**src/rtl/div_seq_ctrl_pkg.sv**
```systemverilog
// Shared types and opcode decode for the sequential RV32M divider.
package div_seq_ctrl_pkg;

  // opSel encodings
  localparam logic [1:0] OP_DIV  = 2'b00;
  localparam logic [1:0] OP_DIVU = 2'b01;
  localparam logic [1:0] OP_REM  = 2'b10;
  localparam logic [1:0] OP_REMU = 2'b11;

  typedef enum logic [2:0] {
    ST_IDLE  = 3'd0,
    ST_PREPA = 3'd1,
    ST_PREPB = 3'd2,
    ST_ITER  = 3'd3,
    ST_FIXUP = 3'd4,
    ST_DONE  = 3'd5
  } divState_t;

  // Signed variants have opSel[0] clear.
  function automatic logic isSigned(input logic [1:0] op);
    return ~op[0];
  endfunction

  // Remainder variants have opSel[1] set.
  function automatic logic isRem(input logic [1:0] op);
    return op[1];
  endfunction

endpackage

```
**src/rtl/div_seq_ctrl_if.sv**
```systemverilog
// Issue/result handshake between the execute stage and the divider.
interface div_seq_ctrl_if #(parameter int NUM_SIZE = 32);
  logic                startValid;
  logic                startReady;
  logic [1:0]          opSel;
  logic [NUM_SIZE-1:0] dividend;
  logic [NUM_SIZE-1:0] divisor;
  logic                kill;
  logic                resValid;
  logic                resReady;
  logic [NUM_SIZE-1:0] result;
  logic                divByZero;

  modport master (
    output startValid, opSel, dividend, divisor, kill, resReady,
    input  startReady, resValid, result, divByZero
  );

  modport slave (
    input  startValid, opSel, dividend, divisor, kill, resReady,
    output startReady, resValid, result, divByZero
  );
endinterface

```
**src/rtl/div_seq_ctrl_addsub.sv**
```systemverilog
// Combinational add/subtract shared by negation, trial subtraction and fixup.
module addSubComp #(parameter int NUM_SIZE = 33) (
  input  logic [NUM_SIZE-1:0] a,
  input  logic [NUM_SIZE-1:0] b,
  input  logic                sub,
  output logic [NUM_SIZE-1:0] sum
);
  // Plain two's-complement add or subtract.
  always_comb sum = sub ? (a - b) : (a + b);
endmodule

```
**src/rtl/div_seq_ctrl.sv**
```systemverilog
// Multi-cycle restoring divider for DIV/DIVU/REM/REMU using one shared
// N+1-bit subtractor for operand negation, trial subtraction and sign fixup.
module div_seq_ctrl
  import div_seq_ctrl_pkg::*;
#(
  parameter int NUM_SIZE = 32
) (
  input  logic         clk,
  input  logic         rst,
  div_seq_ctrl_if.slave bus
);
  localparam int CW = $clog2(NUM_SIZE);
  localparam int AW = NUM_SIZE + 1;

  divState_t           state;
  logic [1:0]          op;
  logic [NUM_SIZE-1:0] qReg;     // dividend magnitude, then quotient
  logic [NUM_SIZE-1:0] rReg;     // partial remainder, then selected result
  logic [NUM_SIZE-1:0] dReg;     // divisor magnitude
  logic [NUM_SIZE-1:0] origA;    // untouched dividend for the divide-by-zero remainder
  logic [CW-1:0]       count;
  logic                aNeg, qNeg, rNeg, dZero, fixPh;
  logic                startReady, resValid, divByZero;
  logic [NUM_SIZE-1:0] result;

  logic [AW-1:0]       addA, addB, addSum;
  logic                accept, trialNeg, fixNeg;

  assign accept   = bus.startValid & startReady;
  assign trialNeg = addSum[AW-1];
  assign fixNeg   = isRem(op) ? rNeg : qNeg;

  // Shared-unit operands depend only on state and registers, never on inputs.
  always_comb begin
    addA = '0;
    addB = '0;
    case (state)
      ST_PREPA: addB = {1'b0, qReg};
      ST_PREPB: addB = {1'b0, dReg};
      ST_ITER: begin
        addA = {rReg, qReg[NUM_SIZE-1]};
        addB = {1'b0, dReg};
      end
      ST_FIXUP: addB = {1'b0, rReg};
      default: ;
    endcase
  end

  addSubComp #(.NUM_SIZE(AW)) uAddSub (
    .a   (addA),
    .b   (addB),
    .sub (1'b1),
    .sum (addSum)
  );

  // Sequencer: operand prep, NUM_SIZE restoring steps, two-phase fixup, hold.
  always_ff @(posedge clk or posedge rst) begin
    if (rst) begin
      state      <= ST_IDLE;
      op         <= '0;
      qReg       <= '0;
      rReg       <= '0;
      dReg       <= '0;
      origA      <= '0;
      count      <= '0;
      aNeg       <= 1'b0;
      qNeg       <= 1'b0;
      rNeg       <= 1'b0;
      dZero      <= 1'b0;
      fixPh      <= 1'b0;
      startReady <= 1'b1;
      resValid   <= 1'b0;
      divByZero  <= 1'b0;
      result     <= '0;
    end else if (bus.kill && state != ST_IDLE) begin
      state      <= ST_IDLE;
      startReady <= 1'b1;
      resValid   <= 1'b0;
    end else begin
      case (state)
        ST_IDLE: if (accept) begin
          op         <= bus.opSel;
          qReg       <= bus.dividend;
          origA      <= bus.dividend;
          dReg       <= bus.divisor;
          startReady <= 1'b0;
          state      <= ST_PREPA;
        end
        ST_PREPA: begin
          aNeg <= isSigned(op) & qReg[NUM_SIZE-1];
          if (isSigned(op) && qReg[NUM_SIZE-1]) qReg <= addSum[NUM_SIZE-1:0];
          state <= ST_PREPB;
        end
        ST_PREPB: begin
          qNeg  <= aNeg ^ (isSigned(op) & dReg[NUM_SIZE-1]);
          rNeg  <= aNeg;
          dZero <= (dReg == '0);
          if (isSigned(op) && dReg[NUM_SIZE-1]) dReg <= addSum[NUM_SIZE-1:0];
          rReg  <= '0;
          count <= '0;
          state <= ST_ITER;
        end
        ST_ITER: begin
          if (!trialNeg) begin
            rReg <= addSum[NUM_SIZE-1:0];
            qReg <= {qReg[NUM_SIZE-2:0], 1'b1};
          end else begin
            rReg <= {rReg[NUM_SIZE-2:0], qReg[NUM_SIZE-1]};
            qReg <= {qReg[NUM_SIZE-2:0], 1'b0};
          end
          count <= count + 1'b1;
          if (count == CW'(NUM_SIZE - 1)) begin
            fixPh <= 1'b0;
            state <= ST_FIXUP;
          end
        end
        ST_FIXUP: begin
          // Phase 0 parks the chosen magnitude in rReg so the shared unit
          // can negate it in phase 1 with a state-only operand mux.
          if (!fixPh) begin
            if (!isRem(op)) rReg <= qReg;
            fixPh <= 1'b1;
          end else begin
            if (dZero) result <= isRem(op) ? origA : '1;
            else       result <= fixNeg ? addSum[NUM_SIZE-1:0] : rReg;
            divByZero <= dZero;
            resValid  <= 1'b1;
            state     <= ST_DONE;
          end
        end
        ST_DONE: if (bus.resReady) begin
          resValid   <= 1'b0;
          startReady <= 1'b1;
          state      <= ST_IDLE;
        end
        default: state <= ST_IDLE;
      endcase
    end
  end

  assign bus.startReady = startReady;
  assign bus.resValid   = resValid;
  assign bus.result     = result;
  assign bus.divByZero  = divByZero;

endmodule

```
**src/flat_wrapper.sv**
```systemverilog
// flat-port wrapper written by rule: the top's interface ports become plain ports
module div_seq_ctrl_flat import div_seq_ctrl_pkg::*;
#(
  parameter int NUM_SIZE = 32
)
  (clk, rst, bus_startValid, bus_opSel, bus_dividend, bus_divisor, bus_kill, bus_resReady, bus_startReady, bus_resValid, bus_result, bus_divByZero);
  div_seq_ctrl_if #(.NUM_SIZE(NUM_SIZE)) bus_i ();
  input  logic clk;
  input  logic rst;
  input wire logic [$bits(bus_i.startValid)-1:0] bus_startValid;
  input wire logic [$bits(bus_i.opSel)-1:0] bus_opSel;
  input wire logic [$bits(bus_i.dividend)-1:0] bus_dividend;
  input wire logic [$bits(bus_i.divisor)-1:0] bus_divisor;
  input wire logic [$bits(bus_i.kill)-1:0] bus_kill;
  input wire logic [$bits(bus_i.resReady)-1:0] bus_resReady;
  output wire logic [$bits(bus_i.startReady)-1:0] bus_startReady;
  output wire logic [$bits(bus_i.resValid)-1:0] bus_resValid;
  output wire logic [$bits(bus_i.result)-1:0] bus_result;
  output wire logic [$bits(bus_i.divByZero)-1:0] bus_divByZero;
  assign bus_i.startValid = bus_startValid;
  assign bus_i.opSel = bus_opSel;
  assign bus_i.dividend = bus_dividend;
  assign bus_i.divisor = bus_divisor;
  assign bus_i.kill = bus_kill;
  assign bus_i.resReady = bus_resReady;
  assign bus_startReady = bus_i.startReady;
  assign bus_resValid = bus_i.resValid;
  assign bus_result = bus_i.result;
  assign bus_divByZero = bus_i.divByZero;
  div_seq_ctrl #(.NUM_SIZE(NUM_SIZE)) u_core (.clk(clk), .rst(rst), .bus(bus_i));
endmodule
```
**config.mk**
```make
export PLATFORM = sky130hd
export DESIGN_NAME = div_seq_ctrl_flat
export DESIGN_NICKNAME = d
export VERILOG_FILES = /design/src/rtl/div_seq_ctrl_pkg.sv /design/src/rtl/div_seq_ctrl_if.sv /design/src/rtl/div_seq_ctrl_addsub.sv /design/src/rtl/div_seq_ctrl.sv /design/src/flat_wrapper.sv
export SDC_FILE = /design/constraint.sdc
export NUM_CORES = 1
export LEC_CHECK = 0
export ABC_CLOCK_PERIOD_IN_PS = 5860
export CAP_MARGIN = 20
export CELL_PAD_IN_SITES_DETAIL_PLACEMENT = 2
export CELL_PAD_IN_SITES_GLOBAL_PLACEMENT = 2
export CORE_ASPECT_RATIO = 0.6
export CORE_UTILIZATION = 34
export DETAILED_ROUTE_END_ITERATION = 10
export GPL_TIMING_DRIVEN = 0
export PLACE_DENSITY_LB_ADDON = 0.08
export REMOVE_ABC_BUFFERS = 1
export SETUP_SLACK_MARGIN = 0.3
export SLEW_MARGIN = 20
export SYNTH_ARGS = -nofsm -noshare
export SYNTH_HDL_FRONTEND = slang
export SYNTH_HIERARCHICAL = 1
export SYNTH_SLANG_ARGS = --single-unit
```
**constraint.sdc**
```tcl
create_clock -name clk -period 5.86 [get_ports clk]
set_input_delay 1.465 -clock clk [delete_from_list [all_inputs] [get_ports clk]]
set_output_delay 1.465 -clock clk [all_outputs]
set_load 0.1 [all_outputs]
```
Yosys cells after proc, flatten, opt, wreduce, memory -nomap -nowiden --
Cells that the tools add are included.
Operators by class: add/sub/neg operators 2, equality and inequality tests 16, muxes and demuxes 34, bitwise gates (word level) 6, reductions and logical operators 26
Operator list (number):
- $mux W32 | 10
- $pmux W32 S3 | 3
- $pmux W32 S2 | 1
- $mux W33 | 1
- $sub A33 B32 Y33 | 1
- $logic_not A32 Y1 | 1
- $pmux W3 S6 | 1
- $reduce_and A4 Y1 | 4
- $mux W3 | 5
- $reduce_and A3 Y1 | 5
- $reduce_bool A3 Y1 | 5
- $pmux W5 S2 | 1
- $mux W1 | 9
- $ne A3 B1 Y1 const B | 3
- $ne A2 B1 Y1 const B | 4
- $eq A3 B2 Y1 const B | 2
- $eq A3 B3 Y1 const B | 2
- $pmux W1 S2 | 3
- $reduce_and A2 Y1 | 3
- $reduce_bool A2 Y1 | 3
- $add A5 B1 Y5 const B | 1
- $eq A5 B5 Y1 const B | 1
- $ne A2 B2 Y1 const B | 2
- $and A1 B1 Y1 | 3
- other kinds (7) | 10
Word-level totals: register bits after elaboration 178, output and inout bits 35, logic and storage cells 100

Longest topological paths before layout --
depth after elaboration 6, depth in mapped cells 29, gate-level depth less buffers 24

Cells and area by module --
Netlist, hierarchy kept.
Modules (own cells, without submodules):
- div_seq_ctrl | times used 1, cells each 999, area an instance 9975.8 µm², seq. area each 4455.5 µm²
- addSubComp | times used 1, cells each 357, area an instance 2449.8 µm², seq. area each 0.0 µm²

Worst setup path before layout --
No wires, ideal clock.
kind register to register, start point register u_core.state[0], end point register u_core.rReg[28], setup time 0.128 ns, data arrival time 4.701 ns, setup slack 1.032 ns, cell stages (with the launch flop) 22, path buffers 4, clock period less this slack 4.828 ns, path through dfrtp_1 > buf_6 > inv_1 > nor2_1 > buf_2 > a22oi_1 > o21ai_0 > xnor2_1 > ha_1 > a21oi_1 > o221ai_1 > a41o_1 > a21oi_1 > o21ai_1 > a41o_1 > or4_1 > nand4_1 > clkbuf_1 > buf_2 > mux2i_1 > o21ai_0 > mux2_1
On the way: word-level cells in the longest chain between the ends 6, elaborated cells between the ends (all ways) 17, those cells by class 1 x add/sub; 6 x eq/ne; 4 x mux; 1 x bitwise; 5 x reduce/logical
Ends and longest elaborated chain:
- from (decl) | line div_seq_ctrl.sv:15 | divState_t state;
- from (signal assigned) | line div_seq_ctrl.sv:59 | state <= ST_IDLE;
- from (signal assigned) | line div_seq_ctrl.sv:76 | state <= ST_IDLE;
- from (signal assigned) | line div_seq_ctrl.sv:87 | state <= ST_PREPA;
- $eq A3 B2 Y1 | line div_seq_ctrl.sv:37 | case (state)
- $reduce_or A2 Y1 (no source line)
- $pmux W32 S3 * | line div_seq_ctrl.sv:37
- net u_core.addB[11] | line div_seq_ctrl.sv:26 | logic [AW-1:0] addA, addB, addSum;
- $sub A33 B32 Y33 * | line div_seq_ctrl_addsub.sv:9 | always_comb sum = sub ? (a - b) : (a + b);
- net u_core.addSum[32] | line div_seq_ctrl.sv:26
- $mux W32 * | line div_seq_ctrl.sv:104 | if (!trialNeg) begin
- $pmux W32 S3 * | line div_seq_ctrl.sv:80 | case (state)
- to (signal assigned) | line div_seq_ctrl.sv:105 | rReg <= addSum[NUM_SIZE-1:0];
- to (signal assigned) | line div_seq_ctrl.sv:108 | rReg <= {rReg[NUM_SIZE-2:0], qReg[NUM_SIZE-1]};
- to (signal assigned) | line div_seq_ctrl.sv:121 | if (!isRem(op)) rReg <= qReg;
- to (decl) | line div_seq_ctrl.sv:18 | logic [NUM_SIZE-1:0] rReg;
Mark *: on every way through the listed nets, which the timed path passes. The rest lies on a longest branch. A chain may end at the register's enable or synchronous reset.

Worst setup path in the final report --
start point register u_core.state[0], end point register u_core.rReg[16]
The elaborated chain is that of the path after synthesis.

==> metrics.txt <==
# TYPE chip_impl_metric gauge
chip_impl_metric{name="critPathRequiredTime",unit="ps"} 6200
chip_impl_metric{name="numClockSinks",unit=""} 178
chip_impl_info{name="critical-path-top-delay-family",value="compound AO/OA/AOI/OAI gates"} 1
chip_impl_metric{name="yosysWarnings",unit=""} 6
chip_impl_metric{name="final.setup_skew",unit="ps"} 8.95
chip_impl_info{name="clock_tree_from_tritoncts",value="built"} 1
chip_impl_metric{name="gr-total-overflow",unit=""} 0
chip_impl_metric{name="timing.hold.worst_path_depth",unit=""} 2
chip_impl_metric{name="final-instance-count-excl-fill",unit=""} 1912
chip_impl_metric{name="cts-buffers-inserted",unit=""} 17
chip_impl_metric{name="post_route_cells_drive_above_1_share",unit=""} 0.158
chip_impl_info{name="ctsRootBufferMaster",value="clkbuf_16"} 1
chip_impl_metric{name="area_overhead_of_the_layout_relative_to_synthesis",unit="%"} 20.8
chip_impl_metric{name="via_per_inst",unit=""} 5.74
chip_impl_info{name="critical_path.reg2reg.startpoint",value="u_core/state[0]$_DFFE_PP0P_"} 1
chip_impl_metric{name="maximum_count_of_clock_buffers_along_a_single_path",unit=""} 2
chip_impl_metric{name="floorplan.core_area",unit="um2"} 35500
chip_impl_metric{name="die_area",unit="um2"} 37300
chip_impl_info{name="class_of_the_tightest_hold_or_removal_check",value="register to register"} 1
chip_impl_metric{name="hpwlAfterDp",unit="um"} 33100
chip_impl_metric{name="detail-route-antenna-nets",unit=""} 0
chip_impl_info{name="synth.cells.most_frequent",value="dfrtp_1, nand2_1, o21ai_0"} 1
chip_impl_metric{name="drt-total-wl",unit="um"} 46300
chip_impl_metric{name="max_slew.worst_pin.slew",unit="ps"} 1030
chip_impl_metric{name="synth_enable_flop_cells",unit=""} 0
chip_impl_metric{name="rows",unit=""} 53
chip_impl_metric{name="seq_area_frac_synth",unit=""} 0.359
chip_impl_info{name="path_class",value="register to register"} 1
chip_impl_metric{name="grt_start_max_net_pins",unit=""} 92
chip_impl_info{name="outcome",value="completed"} 1
chip_impl_metric{name="die_h",unit="um"} 150
chip_impl_metric{name="antenna_cells",unit=""} 0
chip_impl_info{name="crit_slowest_cell",value="dfrtp_4"} 1
chip_impl_metric{name="timing.critical_path.fanout_max",unit=""} 18
chip_impl_metric{name="synth.ff_latch_count",unit=""} 178
chip_impl_metric{name="wl_per_instance",unit="um"} 24.2
chip_impl_metric{name="clk_transition_reported_paths",unit="ps"} 80
chip_impl_metric{name="drt_first_pass_iters",unit=""} 4
chip_impl_metric{name="post_synth.cell_area_avg",unit="um2"} 9.16
chip_impl_info{name="unrepaired_setup_endpoints_after_global_routing",value="no"} 1
chip_impl_metric{name="initial_utilization",unit=""} 0.350
chip_impl_metric{name="drt_first_iter_violations",unit=""} 701
chip_impl_info{name="yosys_most_used_dff",value="dfrtp_1"} 1
chip_impl_metric{name="drv.max_cap_violation_count",unit=""} 0
chip_impl_metric{name="r2r_cells",unit=""} 20
chip_impl_metric{name="dp_cells",unit=""} 1864
chip_impl_metric{name="final_period_util",unit=""} 0.905
chip_impl_metric{name="timing.final.hold_violations",unit=""} 0
chip_impl_metric{name="arrival",unit="ps"} 5640
chip_impl_metric{name="place.port_buffers",unit=""} 105
chip_impl_metric{name="first_pass_grt_wire_length",unit="um"} 72200
chip_impl_metric{name="rrSetupSlack",unit="ps"} 560
chip_impl_info{name="cp-end-kind",value="register"} 1
chip_impl_metric{name="max-slew-margin-rel",unit=""} 0.314
chip_impl_metric{name="cells_after_synth",unit=""} 1356
chip_impl_metric{name="die_width",unit="um"} 249
chip_impl_metric{name="fin_crit",unit="ps"} 5300
chip_impl_metric{name="cts_htree_levels",unit=""} 4
chip_impl_info{name="hold_path.startpoint",value="u_core/bus.result[18]$_DFFE_PP0P_"} 1
chip_impl_info{name="worst_case_hold_path_end_point",value="u_core/bus.result[18]$_DFFE_PP0P_"} 1
chip_impl_metric{name="cp_num_buf_inv",unit=""} 4
chip_impl_metric{name="max_clock_freq",unit="MHz"} 189
chip_impl_metric{name="nets",unit=""} 1539
chip_impl_metric{name="place_congestion",unit=""} 0.852
chip_impl_metric{name="synthesis.area",unit="um2"} 12400
chip_impl_metric{name="yosys.cell_types.count",unit=""} 71
chip_impl_info{name="cp-start-kind",value="register"} 1
chip_impl_metric{name="slowest_delay",unit="ps"} 540
chip_impl_info{name="crit_chain",value="buf_4 -> nor2b_4 -> buf_16 -> a22oi_1 -> o21ai_0 -> xnor2_1 -> ha_1 -> a21oi_2 -> o221ai_1 -> a41o_1 -> a21oi_1 -> o21ai_1 -> a41o_1 -> or4_1 -> nand4_1 -> buf_6 -> buf_6 -> mux2i_1 -> o21ai_0 -> mux2_2"} 1
chip_impl_metric{name="fin_hold_ws",unit="ps"} 483
chip_impl_metric{name="power.leakage",unit="nW"} 6.38
chip_impl_info{name="netlist.top_cell.by_area",value="dfrtp_1"} 1
chip_impl_metric{name="irDropWorstVdd",unit="uV"} 262
chip_impl_metric{name="power.density",unit="nW/um2"} 508
chip_impl_metric{name="yosys.area.top_type_share",unit=""} 0.356
chip_impl_info{name="synthMostInstantiatedCell",value="dfrtp_1"} 1
chip_impl_metric{name="finalSetupViolations",unit=""} 0
chip_impl_info{name="rr_endpoint",value="u_core/rReg[16]$_DFFE_PP0P_"} 1
chip_impl_metric{name="slew_viol_final",unit=""} 0
chip_impl_metric{name="gr-usage-all-layers",unit=""} 0.253
chip_impl_metric{name="post-route-drc-count",unit=""} 0
chip_impl_metric{name="antenna_found_initial",unit=""} 1
chip_impl_metric{name="timing.setup.tns",unit="ps"} 0
chip_impl_metric{name="grt_pass1_vias",unit=""} 11900
chip_impl_metric{name="clock_latency",unit="ps"} 460
chip_impl_info{name="synth_area_leaders",value="dfrtp_1, mux2_2, mux2i_1"} 1
chip_impl_metric{name="vias",unit=""} 11000
chip_impl_metric{name="ys_async_sr_fraction",unit=""} 1.00
chip_impl_metric{name="pin_count",unit=""} 106
[state kept, by name, summed over array words and instances, names as in the netlist, 2 cells and up]
| name | cells |
|---|---|
| u_core/bus.result | 32 |
| u_core/dReg | 32 |
| u_core/origA | 32 |
| u_core/state | 3 |
| u_core/count | 5 |
| u_core/op | 2 |
| u_core/rReg | 32 |
| u_core/qReg | 32 |
[how the worst max path moves through the flow]
stage | slack (ps) | from | end | cells after the start
after global placement | -7120 | u_core/state[1]$_DFFE_PP0P_ | u_core/rReg[27]$_DFFE_PP0P_ | 16
after global routing | 300 | u_core/state[0]$_DFFE_PP0P_ | u_core/rReg[20]$_DFFE_PP0P_ | 20
after CTS | 310 | u_core/state[1]$_DFFE_PP0P_ | u_core/rReg[22]$_DFFE_PP0P_ | 19
after floorplan | -2400 | u_core/state[1]$_DFFE_PP0P_ | u_core/rReg[22]$_DFFE_PP0P_ | 16
final | 560 | u_core/state[0]$_DFFE_PP0P_ | u_core/rReg[16]$_DFFE_PP0P_ | 20
after detailed placement | -370 | u_core/state[2]$_DFFE_PP0P_ | u_core/rReg[22]$_DFFE_PP0P_ | 19
[through the flow]
stage	area (um2)	setup slack, ps	total power [mW]	util
3_3_place_gp	13600	-7120	5.97	0.384
2_1_floorplan	12000	-2400	4.79	-
5_1_grt	15000	296	8.15	0.423
6_report	15000	556	7.62	0.423
3_5_place_dp	14200	-367	6.27	0.402
4_1_cts	14900	312	7.58	0.420
[power breakdown]
| part | leakage (nW) | switching [mW] | internal, mW |
|---|---|---|---|
| logic | 3.86 | 2.50 | 1.85 |
| clock network | 0.278 | 0.576 | 0.628 |
| registers | 2.24 | 0.435 | 1.63 |
[cells by family (layout without fill, tap and decap cells)]
| logic type | after synthesis | after routing | share of synthesized area |
|---|---|---|---|
| xor gates and xnor gates | 61 | 61 | 0.0436 |
| and+or+nand+nor | 378 | 379 | 0.146 |
| muxes | 234 | 234 | 0.202 |
| adders and majority gates | 36 | 36 | 0.0369 |
| other | 2 | 6 | 0.000604 |
| AOI/OAI and AO/OA | 355 | 355 | 0.171 |
| buffers and inverters | 112 | 196 | 0.0422 |
| DFF | 178 | 178 | 0.359 |
[layout by cell type, fill, tap and decap left out, types with 6 or more instances in the layout]
cell,Yosys,final
dfrtp_1,177,173
nand2_1,161,159
o21ai_0,140,132
mux2_2,124,124
clkdlybuf4s50_1,0,105
mux2i_1,99,98
nor2_1,81,79
a21oi_1,76,76
xnor2_1,47,47
and3_1,42,42
ha_1,35,35
a22oi_1,34,34
o22ai_1,32,32
inv_1,19,18
clkbuf_16,0,17
o21ai_1,12,17
nor3_1,15,15
buf_4,12,13
xor2_1,13,13
buf_16,0,12
a21o_1,12,12
nand3_1,12,11
mux2_1,11,11
nor4_1,12,11
nand4_1,10,10
and2_1,10,9
buf_12,0,8
nor2b_1,8,6
a31oi_1,6,6
conb_1,2,6
[tightest hold or removal path: cells and delay by family, from the launching register on]
family	cells	cell delay [ps]
AND/OR/NAND/NOR	1	50
flip-flops	1	350
AO/OA/AOI/OAI	1	60
[layout make-up]
cell class,instances,area [um2]
fill,3754,20500
tap,467,584
multi-input combinational,1071,7570
clock buffer,20,467
clock inverter,12,120
sequential,178,4470
inverter,19,78.8
timing repair buffer,145,1730
[metal layers]
layer	global-route usage	vias up	part of all wire
met5	0	-	0
met4	0.0599	0	0.013
met3	0.0496	43	0.042
met2	0.378	196	0.42
met1	0.372	5679	0.52
li1	-	5059	-
[what timing repair did]
item / 4_1_cts / 5_1_grt
endpoints found under the setup margin: 60 / 37
hold buffers: 0 / 0
gates resized for setup: 6 / 8
pin swaps: 1 / 0
cloned: 1 / 0
endpoints found under the hold margin: 0 / 0
setup buffers: 5 / 10
(Power assumes the default switching activity.)
